--- config.mk ---
export PLATFORM = sky130hd
export DESIGN_NAME = align_shift_sticky
export DESIGN_NICKNAME = d
export VERILOG_FILES = /design/src/rtl/fpu_align_pkg.sv /design/src/rtl/HDecJ.sv /design/src/rtl/align_shift_sticky.sv
export SDC_FILE = /design/constraint.sdc
export NUM_CORES = 1
export LEC_CHECK = 0
export BUFFER_PORTS_ARGS = -buffer_cell sky130_fd_sc_hd__clkbuf_2
export CAP_MARGIN = 15
export CORE_ASPECT_RATIO = 1.2
export CORE_MARGIN = 3
export CORE_UTILIZATION = 57
export DETAILED_ROUTE_END_ITERATION = 10
export PLACE_DENSITY = 0.89
export SKIP_LAST_GASP = 1
export SYNTH_ARGS = -nofsm -noshare
export SYNTH_HDL_FRONTEND = slang
export SYNTH_HIERARCHICAL = 1
export SYNTH_SLANG_ARGS = --single-unit
--- constraint.sdc ---
create_clock -name clk -period 7.2 [get_ports clk]
set_clock_uncertainty 0.2 [all_clocks]
set_input_delay 1.44 -clock clk [delete_from_list [all_inputs] [get_ports clk]]
set_output_delay 1.44 -clock clk [all_outputs]
set_load 0.02 [all_outputs]
--- src/rtl/fpu_align_pkg.sv ---
// Shared constants and S1 payload layout for the significand alignment shifter.
package fpu_align_pkg;

   localparam int WIDTH_DEF = 56;
   localparam int SHW_DEF   = 6;
   localparam int EXW_DEF   = 12;
   localparam int TAGW_DEF  = 4;

   typedef struct packed {
      logic [WIDTH_DEF-1:0] sig;
      logic [SHW_DEF-1:0]   sh;
      logic                 sat;
      logic [WIDTH_DEF-1:0] mask;
      logic [TAGW_DEF-1:0]  tag;
   } s1_payload_t;

endpackage

--- src/rtl/HDecJ.sv ---
// Half decoder: thermometer mask with bit i set iff i < code.
module HDecJ #(
   parameter int N = 6
) (
   input  logic [N-1:0]      code,
   output logic [2**N-1:0]   mask
);

   localparam logic [2**N-1:0] ONES = {(2**N){1'b1}};

   assign mask = ~(ONES << code);

endmodule

--- src/rtl/align_shift_sticky.sv ---
// Two-stage right shifter with sticky reduction for exponent alignment.
// S1 captures operand, clamped shift and shifted-out mask; S2 holds the result.
module align_shift_sticky
   import fpu_align_pkg::*;
#(
   parameter int WIDTH = WIDTH_DEF,
   parameter int SHW   = SHW_DEF,
   parameter int EXW   = EXW_DEF,
   parameter int TAGW  = TAGW_DEF
) (
   input  logic             clk,
   input  logic             rst,
   input  logic             in_valid,
   output logic             in_ready,
   input  logic [WIDTH-1:0] in_sig,
   input  logic [EXW-1:0]   in_sh,
   input  logic [TAGW-1:0]  in_tag,
   output logic             out_valid,
   input  logic             out_ready,
   output logic [WIDTH-1:0] out_sig,
   output logic             out_sticky,
   output logic [TAGW-1:0]  out_tag
);

   localparam logic [EXW-1:0] WIDTH_EX = EXW'(WIDTH);

   s1_payload_t        s1_r;
   s1_payload_t        s1_next_s;
   logic               s1_valid_r;
   logic               s2_valid_r;
   logic [2**SHW-1:0]  dec_s;
   logic               unused_dec_s;
   logic               sat_s;
   logic               s1_load_s;
   logic               s2_load_s;
   logic               in_fire_s;
   logic [WIDTH-1:0]   shifted_s;
   logic               sticky_s;

   HDecJ #(.N(SHW)) u_hdec (
      .code (in_sh[SHW-1:0]),
      .mask (dec_s)
   );

   // Decoder bits above WIDTH can only be set when the shift is clamped anyway.
   assign unused_dec_s = ^dec_s;

   assign s2_load_s = s1_valid_r && (!s2_valid_r || out_ready);
   assign s1_load_s = !s1_valid_r || s2_load_s;
   assign in_ready  = s1_load_s && !rst;
   assign in_fire_s = in_valid && in_ready;
   assign sat_s     = (in_sh >= WIDTH_EX);
   assign out_valid = s2_valid_r;

   // Build the S1 payload, clamping oversize shifts to an all-ones mask.
   always_comb begin
      s1_next_s.sig = in_sig;
      s1_next_s.tag = in_tag;
      if (sat_s) begin
         s1_next_s.sh   = {SHW{1'b0}};
         s1_next_s.sat  = 1'b1;
         s1_next_s.mask = {WIDTH{1'b1}};
      end else begin
         s1_next_s.sh   = in_sh[SHW-1:0];
         s1_next_s.sat  = 1'b0;
         s1_next_s.mask = dec_s[WIDTH-1:0];
      end
   end

   assign shifted_s = s1_r.sat ? {WIDTH{1'b0}} : (s1_r.sig >> s1_r.sh);
   assign sticky_s  = |(s1_r.sig & s1_r.mask);

   // S1 register: valid follows the input whenever the stage is free to load.
   always_ff @(posedge clk) begin
      if (rst) begin
         s1_valid_r <= 1'b0;
         s1_r       <= {$bits(s1_payload_t){1'b0}};
      end else begin
         if (s1_load_s) begin
            s1_valid_r <= in_valid;
         end
         if (in_fire_s) begin
            s1_r <= s1_next_s;
         end
      end
   end

   // S2 register: result data changes only when a new operand advances in.
   always_ff @(posedge clk) begin
      if (rst) begin
         s2_valid_r <= 1'b0;
         out_sig    <= {WIDTH{1'b0}};
         out_sticky <= 1'b0;
         out_tag    <= {TAGW{1'b0}};
      end else begin
         if (!s2_valid_r || out_ready) begin
            s2_valid_r <= s1_valid_r;
         end
         if (s2_load_s) begin
            out_sig    <= shifted_s;
            out_sticky <= sticky_s;
            out_tag    <= s1_r.tag;
         end
      end
   end

endmodule

After elaboration in Yosys (flattened, before gate mapping)
Cells that the tools add are included.

$lt $le $gt $ge: 1. Mux-type cells: 2. Reduce and logical (&&, ||, !) cells: 9. Bitwise operators: 2. Shift-type cells: 2.

Operator list (number): $shl A64 B6 Y56 const A (1); $mux W63 (1); $and A56 B56 Y56 (1); $mux W56 (1); $not A56 Y56 (1); $reduce_or A56 Y1 (1); $shr A56 B6 Y56 (1); $ge A12 B6 Y1 const B (1); $logic_and A1 B1 Y1 (3); $logic_not A1 Y1 (3); $logic_or A1 B1 Y1 (2).

Register bits: 186. Logic and storage cells: 26. Output and inout port bits: 63. Input port bits: 76.

Depth between registers and ports, before layout
Depth after elaboration: 6. Depth in mapped cells: 9. Gate-level depth less buffers: 5.

By module
Netlist, hierarchy kept.

By module, submodules not included: align_shift_sticky (seq. area each 3723.6 µm², cells an instance 1172, area each 10543.9 µm², instances 1); HDecJ (seq. area each 0.0 µm², cells an instance 109, area each 650.6 µm², instances 1).

Least setup slack after synthesis
No wires, ideal clock.

Kind: input -> output. Start point: input rst. End point: output in_ready. Path buffers: 3. Arrival: 2409 ps. Path slack: 3151 ps. Stages: 4. Required time: 5560 ps. Path through: clkbuf_1 clkbuf_1 clkbuf_1 a21oi_1.

Longest elaborated chain between the ends: 2.

Ends and longest elaborated chain: from (decl) (line align_shift_sticky.sv:12) `input logic rst,`; $logic_not A1 Y1 (line align_shift_sticky.sv:50) `assign in_ready = s1_load_s && !rst;`; $logic_and A1 B1 Y1 (line align_shift_sticky.sv:50); to (decl) (line align_shift_sticky.sv:14) `output logic in_ready,`.

No other way between the ends.

Worst setup path in the final report
Start point: input out_ready. End point: output in_ready.

Longest elaborated chain between the ends: 4.

Ends and longest elaborated chain: from (decl) (line align_shift_sticky.sv:19) `input logic out_ready,`; $logic_or A1 B1 Y1 (line align_shift_sticky.sv:48) `assign s2_load_s = s1_valid_r && (!s2_valid_r || out_ready);`; $logic_and A1 B1 Y1 (line align_shift_sticky.sv:48); $logic_or A1 B1 Y1 (line align_shift_sticky.sv:49) `assign s1_load_s = !s1_valid_r || s2_load_s;`; $logic_and A1 B1 Y1 (line align_shift_sticky.sv:50).

No other way between the ends.

==> metrics <==
status=complete, no violations; fillers=1546; vias per cell=about 6.7; Boundary Pins=about 140; H-tree depth=4; chip height=159 um; Syn Nets=~1300; Worst setup EP type=output port; GPL Wtd Cong=0.970; Synth Cell Area=11200 sq um; Leakage Power=roughly 4.7 nW; drt wl/cell=about 22 um; vias in the first global route=around 9900; DP Area=between 10000 and 15000 sq um; R2R Path Start=s1_r[62]; Starting Density=roughly three fifths; area grow syn2layout=10.3%; CTS Hold Bufs=0; final design utilization=64.5%; total power=about 2.5 mW; min Tclk post-route=~4.1 ns; CP arrival=2.51 ns; RSZ-0062 raised after global routing=no; DR vias=roughly 11000; critical path peak fanout=12; crit path launch type=primary input; Pre-antenna DRT Iters=5; Setup Buffers After CTS=0; WP data required=about 5.6 ns; Hold Fails Final Rpt=0; Clk pin slew, worst setup/hold paths=about 0.070 ns; core box area=around 19000 sq um; launch point of the critical path=out_ready; row count=55; share of power burned in combinational logic=roughly 14%; post-cts sizing count=0; Setup CP Type=in -> out; Post-route DRC=0; CTS root buf=clkbuf_16; pwr/cell area=203 nW/um^2; final setup fails=0; post-route insts no fill=around 1600; n_diodes=0; Syn Inst Count=1272; Worst Max-Slew Pin Slew=approximately 1.1 ns; max_slew headroom=between 20 and 30%; Max clock buf depth=2; final period utilization=~58%; TritonCTS clock tree=done; Final Max Slew Viols=0; first-pass GRT wire length=between 50000 and 60000 um; IO Port Bufs=~140; fin nets=1402; worst-case reg-to-reg path depth=6; gr ovfl total=0; fmax=approximately 0.24 GHz; maximum VDD drop=0.000174 V; die width=~130 um; part of the power in the clock network=38.8%; antenna violations before repair=0; Design Area, Final=approximately 12000 sq um; worst min path class=reg -> reg; Sw Share=30.4%; TritonCTS Buffers=17; Skew-Pair Late Insertion Delay=about 0.45 ns; Detailed Route Iter0 Violations=1345; Max Cap Viol=0; share of cells above drive strength 1=24.5%; TNS Setup=0 ns; post-route antenna net violation count=0; Syn Area/Cell=between 8 and 9 sq um; Clock Sinks=between 150 and 200; switching power=between 700 and 800 uW; sequential share of power=47.4%; Min Hold Slack=~0.25 ns; GRT Util Overall=about a third; Placed Cells incl. Taps=between 1500 and 2000; final wirelength=34900 um; Int Pwr=1.73 mW; Worst setup endpoint=in_ready; worst r2r dst=out_sig[6]; pin count of the biggest net entering global routing=roughly 110; pre-CTS WS=between 3 and 4 ns; worst reg2reg setup slack=approximately 3.5 ns; fin worst setup slack=between 3 and 4 ns; DIE AREA=~21000 sq um; count of warnings emitted by yosys=6; Post-DP HPWL=between 20000 and 25000 um
[cell type report]
cell class,count,area (sq um),area share [%]
Multi-Input combinational cell,955,6790,55.2
Sequential cell,186,3730,30.3
Timing Repair Buffer,152,793,6.45
Clock buffer,17,425,3.46
Tap cell,256,320,2.60
Clock inverter,15,183,1.48
Inverter,14,53.8,0.437
[cell usage in the layout, fill, tap and decap left out, drive strengths merged, types with 4 or more instances in the layout]
cell,count
a221oi,5
mux2,47
or3,5
o21bai,12
nor4,7
o211ai,15
a21boi,11
o32ai,4
mux2i,35
o221ai,5
a21oi,76
a311o,7
buf,14
clkbuf,155
o21ai,82
a22o,8
nor2,181
dfxtp,186
clkinv,8
o22ai,5
nand4,5
a22oi,62
nand2b,8
a221o,5
nor2b,4
nor3,14
nand3,16
mux4,80
inv,18
and3,6
nand2,215
[state kept, by name, indices dropped and copies added (netlist names)]
name and count:
out_sticky 1, s1_valid_r 1, out_valid 1, s1_r 123, out_tag 4, out_sig 56
[worst min path at each step]
stage	to	slack, ns	start	cells after the start
after floorplan	s1_r[60]	0.23	s1_r[60]	2
after global routing	out_tag[1]	0.28	s1_r[1]	2
after global placement	out_tag[2]	0.24	s1_r[2]	2
after CTS	out_sig[37]	0.26	out_sig[37]	2
after detailed placement	out_tag[1]	0.25	s1_r[1]	2
final	out_sig[37]	0.25	out_sig[37]	2
[metal layers]
metal	wire (um)	up-vias	part of all wire, %	GRT usage (%)
li1	-	4745	-	-
met1	12700	4955	37	40.0
met2	16300	749	47	51.2
met3	3500	176	10	6.70
met4	2390	0	6.8	20.2
met5	0	-	0	0
[power groups by stage]
| stage | Combinational (mW) | Sequential (mW) | Clock (mW) |
|---|---|---|---|
| final | 0.342 | 1.18 | 0.968 |
| after CTS | 0.335 | 1.18 | 0.968 |
| after global placement | 0.323 | 1.19 | 0 |
| after detailed placement | 0.331 | 1.20 | 0 |
| after floorplan | 0.235 | 1.17 | 0 |
| after global routing | 0.368 | 1.19 | 1.01 |
[worst max-delay path, stage by stage]
cell and delay [ns]:
clkbuf_2 0.10, nor2b_1 0.62, a21oi_1 0.16, clkbuf_2 0.19
Note: power is estimated with default switching activity, not from simulation.
